`src/rtl/ariane_pkg.sv`:
```
// Shared execute-stage types: writeback payload and default port count.
package ariane_pkg;

    localparam int unsigned XLEN          = 64;
    localparam int unsigned TRANS_ID_BITS = 3;
    localparam int unsigned NR_WB_PORTS   = 2;

    typedef logic [XLEN-1:0] xlen_t;

    typedef struct packed {
        logic [TRANS_ID_BITS-1:0] trans_id;
        xlen_t                    result;
        logic                     ex_valid;
    } wb_entry_t;

endpackage

```
`src/rtl/ex_wb_fifo.sv`:
```
// Per-channel writeback result FIFO; strict order, no fall-through, no bypass.
module ex_wb_fifo
    import ariane_pkg::*;
#(
    parameter int unsigned Depth = 2
) (
    input  logic      clk_i,
    input  logic      rst_i,
    input  logic      flush_i,
    input  logic      push_i,
    input  wb_entry_t data_i,
    input  logic      pop_i,
    output logic      full_o,
    output logic      empty_o,
    output wb_entry_t data_o
);

    localparam int unsigned PtrW = $clog2(Depth);
    localparam int unsigned CntW = PtrW + 1;

    wb_entry_t       mem_q [Depth];
    logic [PtrW-1:0] wr_q;
    logic [PtrW-1:0] rd_q;
    logic [CntW-1:0] cnt_q;
    logic            push_ok;
    logic            pop_ok;

    assign full_o  = (cnt_q == CntW'(Depth));
    assign empty_o = (cnt_q == '0);
    assign data_o  = mem_q[rd_q];
    assign push_ok = push_i & ~full_o;
    assign pop_ok  = pop_i & ~empty_o;

    // Pointer and occupancy bookkeeping; flush behaves exactly like reset.
    always_ff @(posedge clk_i) begin
        if (rst_i || flush_i) begin
            wr_q  <= '0;
            rd_q  <= '0;
            cnt_q <= '0;
        end else begin
            if (push_ok) wr_q <= wr_q + PtrW'(1);
            if (pop_ok)  rd_q <= rd_q + PtrW'(1);
            case ({push_ok, pop_ok})
                2'b10:   cnt_q <= cnt_q + CntW'(1);
                2'b01:   cnt_q <= cnt_q - CntW'(1);
                default: cnt_q <= cnt_q;
            endcase
        end
    end

    // Storage needs no reset: an empty FIFO's head is never selected.
    always_ff @(posedge clk_i) begin
        if (push_ok) mem_q[wr_q] <= data_i;
    end

endmodule

```
`src/rtl/ex_wb_arbiter.sv`:
```
// Buffers FU results per channel and drains them onto NrWbPorts writeback
// ports with a rotating-priority scan starting at rr_q.
module ex_wb_arbiter
    import ariane_pkg::*;
#(
    parameter int unsigned NrFu      = 4,
    parameter int unsigned NrWbPorts = NR_WB_PORTS,
    parameter int unsigned Depth     = 2
) (
    input  logic                               clk_i,
    input  logic                               rst_i,
    input  logic                               flush_i,
    input  logic [NrFu-1:0]                    fu_valid_i,
    output logic [NrFu-1:0]                    fu_ready_o,
    input  logic [NrFu*TRANS_ID_BITS-1:0]      fu_trans_id_i,
    input  logic [NrFu*XLEN-1:0]               fu_result_i,
    input  logic [NrFu-1:0]                    fu_ex_valid_i,
    output logic [NrWbPorts-1:0]               wb_valid_o,
    input  logic [NrWbPorts-1:0]               wb_ready_i,
    output logic [NrWbPorts*TRANS_ID_BITS-1:0] wb_trans_id_o,
    output logic [NrWbPorts*XLEN-1:0]          wb_result_o,
    output logic [NrWbPorts-1:0]               wb_ex_valid_o,
    output logic [NrWbPorts*$clog2(NrFu)-1:0]  wb_fu_o,
    output logic                               wb_conflict_o
);

    localparam int unsigned FuW  = $clog2(NrFu);
    localparam int unsigned SumW = FuW + 1;
    localparam int unsigned CntW = $clog2(NrFu + 1);

    wb_entry_t              head [NrFu];
    logic [NrFu-1:0]        full;
    logic [NrFu-1:0]        empty;
    logic [NrFu-1:0]        push;
    logic [NrFu-1:0]        pop;
    logic                   block;
    logic [FuW-1:0]         rr_q;
    logic [FuW-1:0]         rr_d;
    logic [FuW-1:0]         grant_fu [NrWbPorts];
    logic [NrWbPorts-1:0]   grant_vld;
    logic [NrWbPorts-1:0]   wb_valid;
    logic [CntW-1:0]        slot;
    logic [SumW-1:0]        sum;
    logic [FuW-1:0]         ch;
    logic                   hit;
    wb_entry_t              sel;

    assign block      = rst_i | flush_i;
    assign fu_ready_o = ~full & {NrFu{~block}};
    assign push       = fu_valid_i & fu_ready_o;

    for (genvar i = 0; i < NrFu; i++) begin : g_fifo
        wb_entry_t din;
        assign din.trans_id = fu_trans_id_i[i*TRANS_ID_BITS +: TRANS_ID_BITS];
        assign din.result   = fu_result_i[i*XLEN +: XLEN];
        assign din.ex_valid = fu_ex_valid_i[i];

        ex_wb_fifo #(.Depth(Depth)) u_fifo (
            .clk_i   (clk_i),
            .rst_i   (rst_i),
            .flush_i (flush_i),
            .push_i  (push[i]),
            .data_i  (din),
            .pop_i   (pop[i]),
            .full_o  (full[i]),
            .empty_o (empty[i]),
            .data_o  (head[i])
        );
    end

    // Rotating scan: the p-th non-empty channel from rr_q takes port p; slot ends as the non-empty count.
    always_comb begin
        grant_vld = '0;
        slot      = '0;
        sum       = '0;
        ch        = '0;
        hit       = 1'b0;
        for (int p = 0; p < NrWbPorts; p++) grant_fu[p] = '0;
        for (int k = 0; k < NrFu; k++) begin
            sum = {1'b0, rr_q} + SumW'(k);
            if (sum >= SumW'(NrFu)) sum = sum - SumW'(NrFu);
            ch  = sum[FuW-1:0];
            hit = ~empty[ch];
            for (int p = 0; p < NrWbPorts; p++) begin
                if (hit && (slot == CntW'(p))) begin
                    grant_vld[p] = 1'b1;
                    grant_fu[p]  = ch;
                end
            end
            if (hit) slot = slot + CntW'(1);
        end
    end

    // Port outputs, per-channel pops and next rotation pointer.
    always_comb begin
        wb_valid      = '0;
        wb_trans_id_o = '0;
        wb_result_o   = '0;
        wb_ex_valid_o = '0;
        wb_fu_o       = '0;
        pop           = '0;
        rr_d          = rr_q;
        sel           = '0;
        for (int p = 0; p < NrWbPorts; p++) begin
            wb_valid[p] = grant_vld[p] & ~block;
            sel         = wb_valid[p] ? head[grant_fu[p]] : '0;
            wb_trans_id_o[p*TRANS_ID_BITS +: TRANS_ID_BITS] = sel.trans_id;
            wb_result_o[p*XLEN +: XLEN]                     = sel.result;
            wb_ex_valid_o[p]                                = sel.ex_valid;
            wb_fu_o[p*FuW +: FuW] = wb_valid[p] ? grant_fu[p] : '0;
            if (wb_valid[p] && wb_ready_i[p]) begin
                for (int c = 0; c < NrFu; c++) begin
                    if (grant_fu[p] == FuW'(c)) pop[c] = 1'b1;
                end
                rr_d = (grant_fu[p] == FuW'(NrFu - 1)) ? '0 : grant_fu[p] + FuW'(1);
            end
        end
    end

    assign wb_valid_o    = wb_valid;
    assign wb_conflict_o = ~block & (slot > CntW'(NrWbPorts));

    always_ff @(posedge clk_i) begin
        if (block) rr_q <= '0;
        else       rr_q <= rr_d;
    end

endmodule

```
`config.mk`:
```
export PLATFORM = sky130hd
export DESIGN_NAME = ex_wb_arbiter
export DESIGN_NICKNAME = d
export VERILOG_FILES = /design/src/rtl/ariane_pkg.sv /design/src/rtl/ex_wb_fifo.sv /design/src/rtl/ex_wb_arbiter.sv
export SDC_FILE = /design/constraint.sdc
export NUM_CORES = 1
export LEC_CHECK = 0
export ABC_AREA = 1
export CELL_PAD_IN_SITES_DETAIL_PLACEMENT = 2
export CELL_PAD_IN_SITES_GLOBAL_PLACEMENT = 2
export CORE_UTILIZATION = 38
export CTS_CLUSTER_SIZE = 25
export DETAILED_ROUTE_END_ITERATION = 7
export GPL_ROUTABILITY_DRIVEN = 0
export MAX_ROUTING_LAYER = met4
export PLACE_DENSITY_LB_ADDON = 0.25
export SLEW_MARGIN = 10
export SYNTH_ARGS = -nofsm -noshare
export SYNTH_HDL_FRONTEND = slang
export SYNTH_SLANG_ARGS = --single-unit
export TNS_END_PERCENT = 50
```
`constraint.sdc`:
```
create_clock -name clk_i -period 8.1 [get_ports clk_i]
set_input_delay 0.81 -clock clk_i [delete_from_list [all_inputs] [get_ports clk_i]]
set_output_delay 0.81 -clock clk_i [all_outputs]
set_load 0.02 [all_outputs]
```
==> impl_metrics.ini <==
[grt]
top_usage_layer = met2
grt-ovfl-total = 0
groute.usage.overall_pct = 31.3
grt_pass1_wl_um = 159000
grt_start_max_net_pins = 73
grtUsageMet2_pct = 53.4
gr-usage-met3_pct = 4.86
grt_pass1_vias = 24400
antenna_found_initial = 29
grt_util_met1_pct = 36.2

[critical_path]
r2r-start = rr_q[0]
cp_slowest_cell = buf_4
cpPeakStageDelay_ns = 0.86
start_kind = flip-flop
critical_path_cell_count = 21
regToRegEndpoint = g_fifo[2].u_fifo.cnt_q[1]
critPathTopFamily = simple AND/OR/NAND/NOR gates
critical_path_buf_inv_count = 6
crit_chain = inv_1, nand2_1, nand2_1, inv_1, o21ai_0, inv_1, ha_1, o21ai_0, ha_1, inv_1, nor2_1, nand2_2, nand2_2, nand2_4, nand2_4, buf_4, nand2_1, nand3_1, nand2_1, nor2_1, clkdlybuf4s50_1
cp.arrival_ns = 6.83
end_kind = primary output
r2r_cells = 24
crit_start = rr_q[0]
critPathKind = flip-flop to primary output
critPathMaxFanout = 65
cp-endpoint = wb_result_o[10]
ff2ff_setup_slack_ns = 1.37
required_ns = 7.29

[floorplanning]
die_h_um = 268
start_util_pct = 38.4
die_area_um2 = 71900
rows = 97
io_pins = 428
core_um2 = 70000
die_x_um = 268

[synth]
synth_edf_count = 544
synth_most_common_cell = nand2_1
synthFlopType = edfxtp_1
synth_top_area_share_pct = 60.7
synth_fp_nets = 2763
synthCells = 2462
syn-cell-area_um2 = 26900
synth_top_cells_by_count = nand2_1, edfxtp_1, nand3_1
ys_types = 31
avgSynthCellArea_um2 = 10.9
synth_seq_area_share_pct = 62.3
synthTopCellsByArea = edfxtp_1, nand2_1, mux2_2
synth_seq_cells = 566
yosysTopAreaCell = edfxtp_1
synthArstFlopShare_pct = 0
ys.warnings.count = 0

[routing]
avgViaCountPerCell = 5.58
drc = 0
wl_per_cell_um = 28.5
wl_um = 110000
antenna_left = 0
drt-initial-drc-count = 1484
first_pass_iters = 5
vias = 21500

[timing]
max_freq_mhz = 131
finalCritPeriodShare_pct = 94.3
grt_setup_unrepaired = false
final-hold-violation-count = 0
fin_skew_ns = 0.0203
final_max_slew_viol_count = 0
max_slew_margin_pct = 20.6
whs_ns = 0.511
worst_slew_pin_slew_ns = 1.19
setup_violations = 0
fin_crit_ns = 7.64
fin_setup_tns_ns = 0

[pwr]
pwr-share-comb_pct = 11.2
p_clk_share_pct = 42.1
swShare_pct = 25.3
p_int_uw = 5240
p_seq_share_pct = 46.7
irDropWorstVdd_mv = 0.173
p_leak_uw = 0.0122
p_sw_uw = 1780
power_density_nw_per_um2 = 206
finalPower_uw = 7020

[place]
place.detailed.hpwl_um = 68100
place_area_um2 = 31900
portBuffers = 427

[cts]
numClockSinks = 566
cts-root-buf = clkbuf_16
clkLatencyLatePin_ns = 0.61
clk_pin_slew_ns = 0.06
cts.path.max_buffers = 3
cts_buffers = 67
h-tree-depth = 3
cts_hold_buf = 0
cts_tree = yes

[cells_and_area]
seqCellArea_um2 = 16800
drive_above_1_share_pct = 11.1
multi_input_comb_area_um2 = 9310
area_growth_syn_to_layout_pct = 26.8
fin_util_pct = 48.7
design_area_um2 = 34100
nNetsFinal = 3130
nFillCells = 7057

[flow_run]
max_cap_viol_count = 0

[hold_path]
hp-class = flip-flop to flip-flop
hold_start = g_fifo[1].u_fifo.rd_q

[outcome]
status = finished clean
[registers in the layout (all words and copies together) (netlist names), named ones only]
signal               count
g_fifo.u_fifo.mem_q    544
g_fifo.u_fifo.wr_q       4
g_fifo.u_fifo.cnt_q      8
rr_q                     2
g_fifo.u_fifo.rd_q       4
[stage by stage]
step | setup WS [ns] | cells
4_1_cts | 0.213 | 3822
6_report | 0.460 | 3854
5_1_grt | 0.119 | 3852
3_5_place_dp | 0.901 | 3700
3_3_place_gp | 1.23 | 3700
2_1_floorplan | 2.75 | 2462
[worst min-delay path by stage]
stage / end / slack [ns] / cells past startpoint
2_1_floorplan: g_fifo[0].u_fifo.cnt_q[1] / 0.45 / 2
3_3_place_gp: g_fifo[2].u_fifo.cnt_q[1] / 0.47 / 2
3_5_place_dp: g_fifo[2].u_fifo.cnt_q[1] / 0.50 / 2
4_1_cts: g_fifo[2].u_fifo.cnt_q[1] / 0.51 / 2
5_1_grt: g_fifo[2].u_fifo.cnt_q[1] / 0.55 / 2
6_report: g_fifo[1].u_fifo.rd_q / 0.51 / 2
[cells in the final DEF (no fill, tap or decap), types with 2 or more instances in the layout]
| cell type | netlist | final |
|---|---|---|
| a21oi_1 | 27 | 27 |
| inv_6 | 0 | 3 |
| clkbuf_1 | 62 | 15 |
| nand2_1 | 705 | 702 |
| nand3_1 | 363 | 361 |
| dfxtp_4 | 0 | 4 |
| nor2_1 | 232 | 224 |
| ha_1 | 19 | 19 |
| nor3_1 | 2 | 2 |
| clkbuf_16 | 0 | 69 |
| mux2_2 | 167 | 167 |
| bufinv_16 | 0 | 4 |
| buf_4 | 26 | 31 |
| clkinv_2 | 0 | 9 |
| nand4_1 | 8 | 8 |
| diode_2 | 0 | 32 |
| mux2i_1 | 105 | 105 |
| o21ai_0 | 19 | 19 |
| nand3b_1 | 31 | 31 |
| clkinvlp_4 | 0 | 3 |
| clkinv_1 | 0 | 18 |
| nand2_4 | 2 | 6 |
| dfxtp_1 | 22 | 18 |
| inv_4 | 0 | 2 |
| inv_1 | 35 | 34 |
| nand3_4 | 1 | 3 |
| clkinv_8 | 0 | 2 |
| clkdlybuf4s50_1 | 0 | 427 |
| nand2_2 | 7 | 6 |
| and3_1 | 2 | 2 |
| nor2_4 | 0 | 8 |
| edfxtp_1 | 544 | 544 |
[routing by layer]
layer,vias up,share of wire (%)
li1,9352,-
met1,11200,39
met2,769,51
met3,218,5.5
met4,0,3.6
met5,-,0
[logic make-up (layout without fill, tap and decap cells)]
logic type	after synthesis	in the layout	synth area share, %
compound gates	49	49	0.935
xor+xnor	2	2	0.0930
fa+ha+maj	20	20	0.958
buf+inv	199	619	3.49
flops	566	566	62.3
mux	272	272	10.9
other cells	0	32	0
simple gates	1354	1354	21.3
[worst min-delay path: stages (launching register included)]
cell and delay [ns]:
dfxtp_1 0.33, a21oi_1 0.06, nor2_1 0.09
[area by class of cell]
cell class                      count  area share, %
Tap cell                          940           3.45
Sequential cell                   566           49.2
Antenna cell                       32          0.235
Multi-Input combinational cell   1697           27.3
Inverter                           38          0.436
Clock inverter                     38          0.906
Timing Repair Buffer              459           13.3
Clock buffer                       84           5.23
[power groups by stage]
stage	Clock (uW)	Sequential, uW	Combinational [uW]
CTS	2990	3270	787
floorplan	0	3340	379
finish	2960	3270	787
global placement	0	3330	736
global route	3090	3280	838
detailed placement	0	3340	772
[repair_timing]
action,4_1_cts,5_1_grt
buffers inserted,0,0
resized for setup,0,2
setup endpoints to repair,0,1
Note: power is estimated with default switching activity, not from simulation.
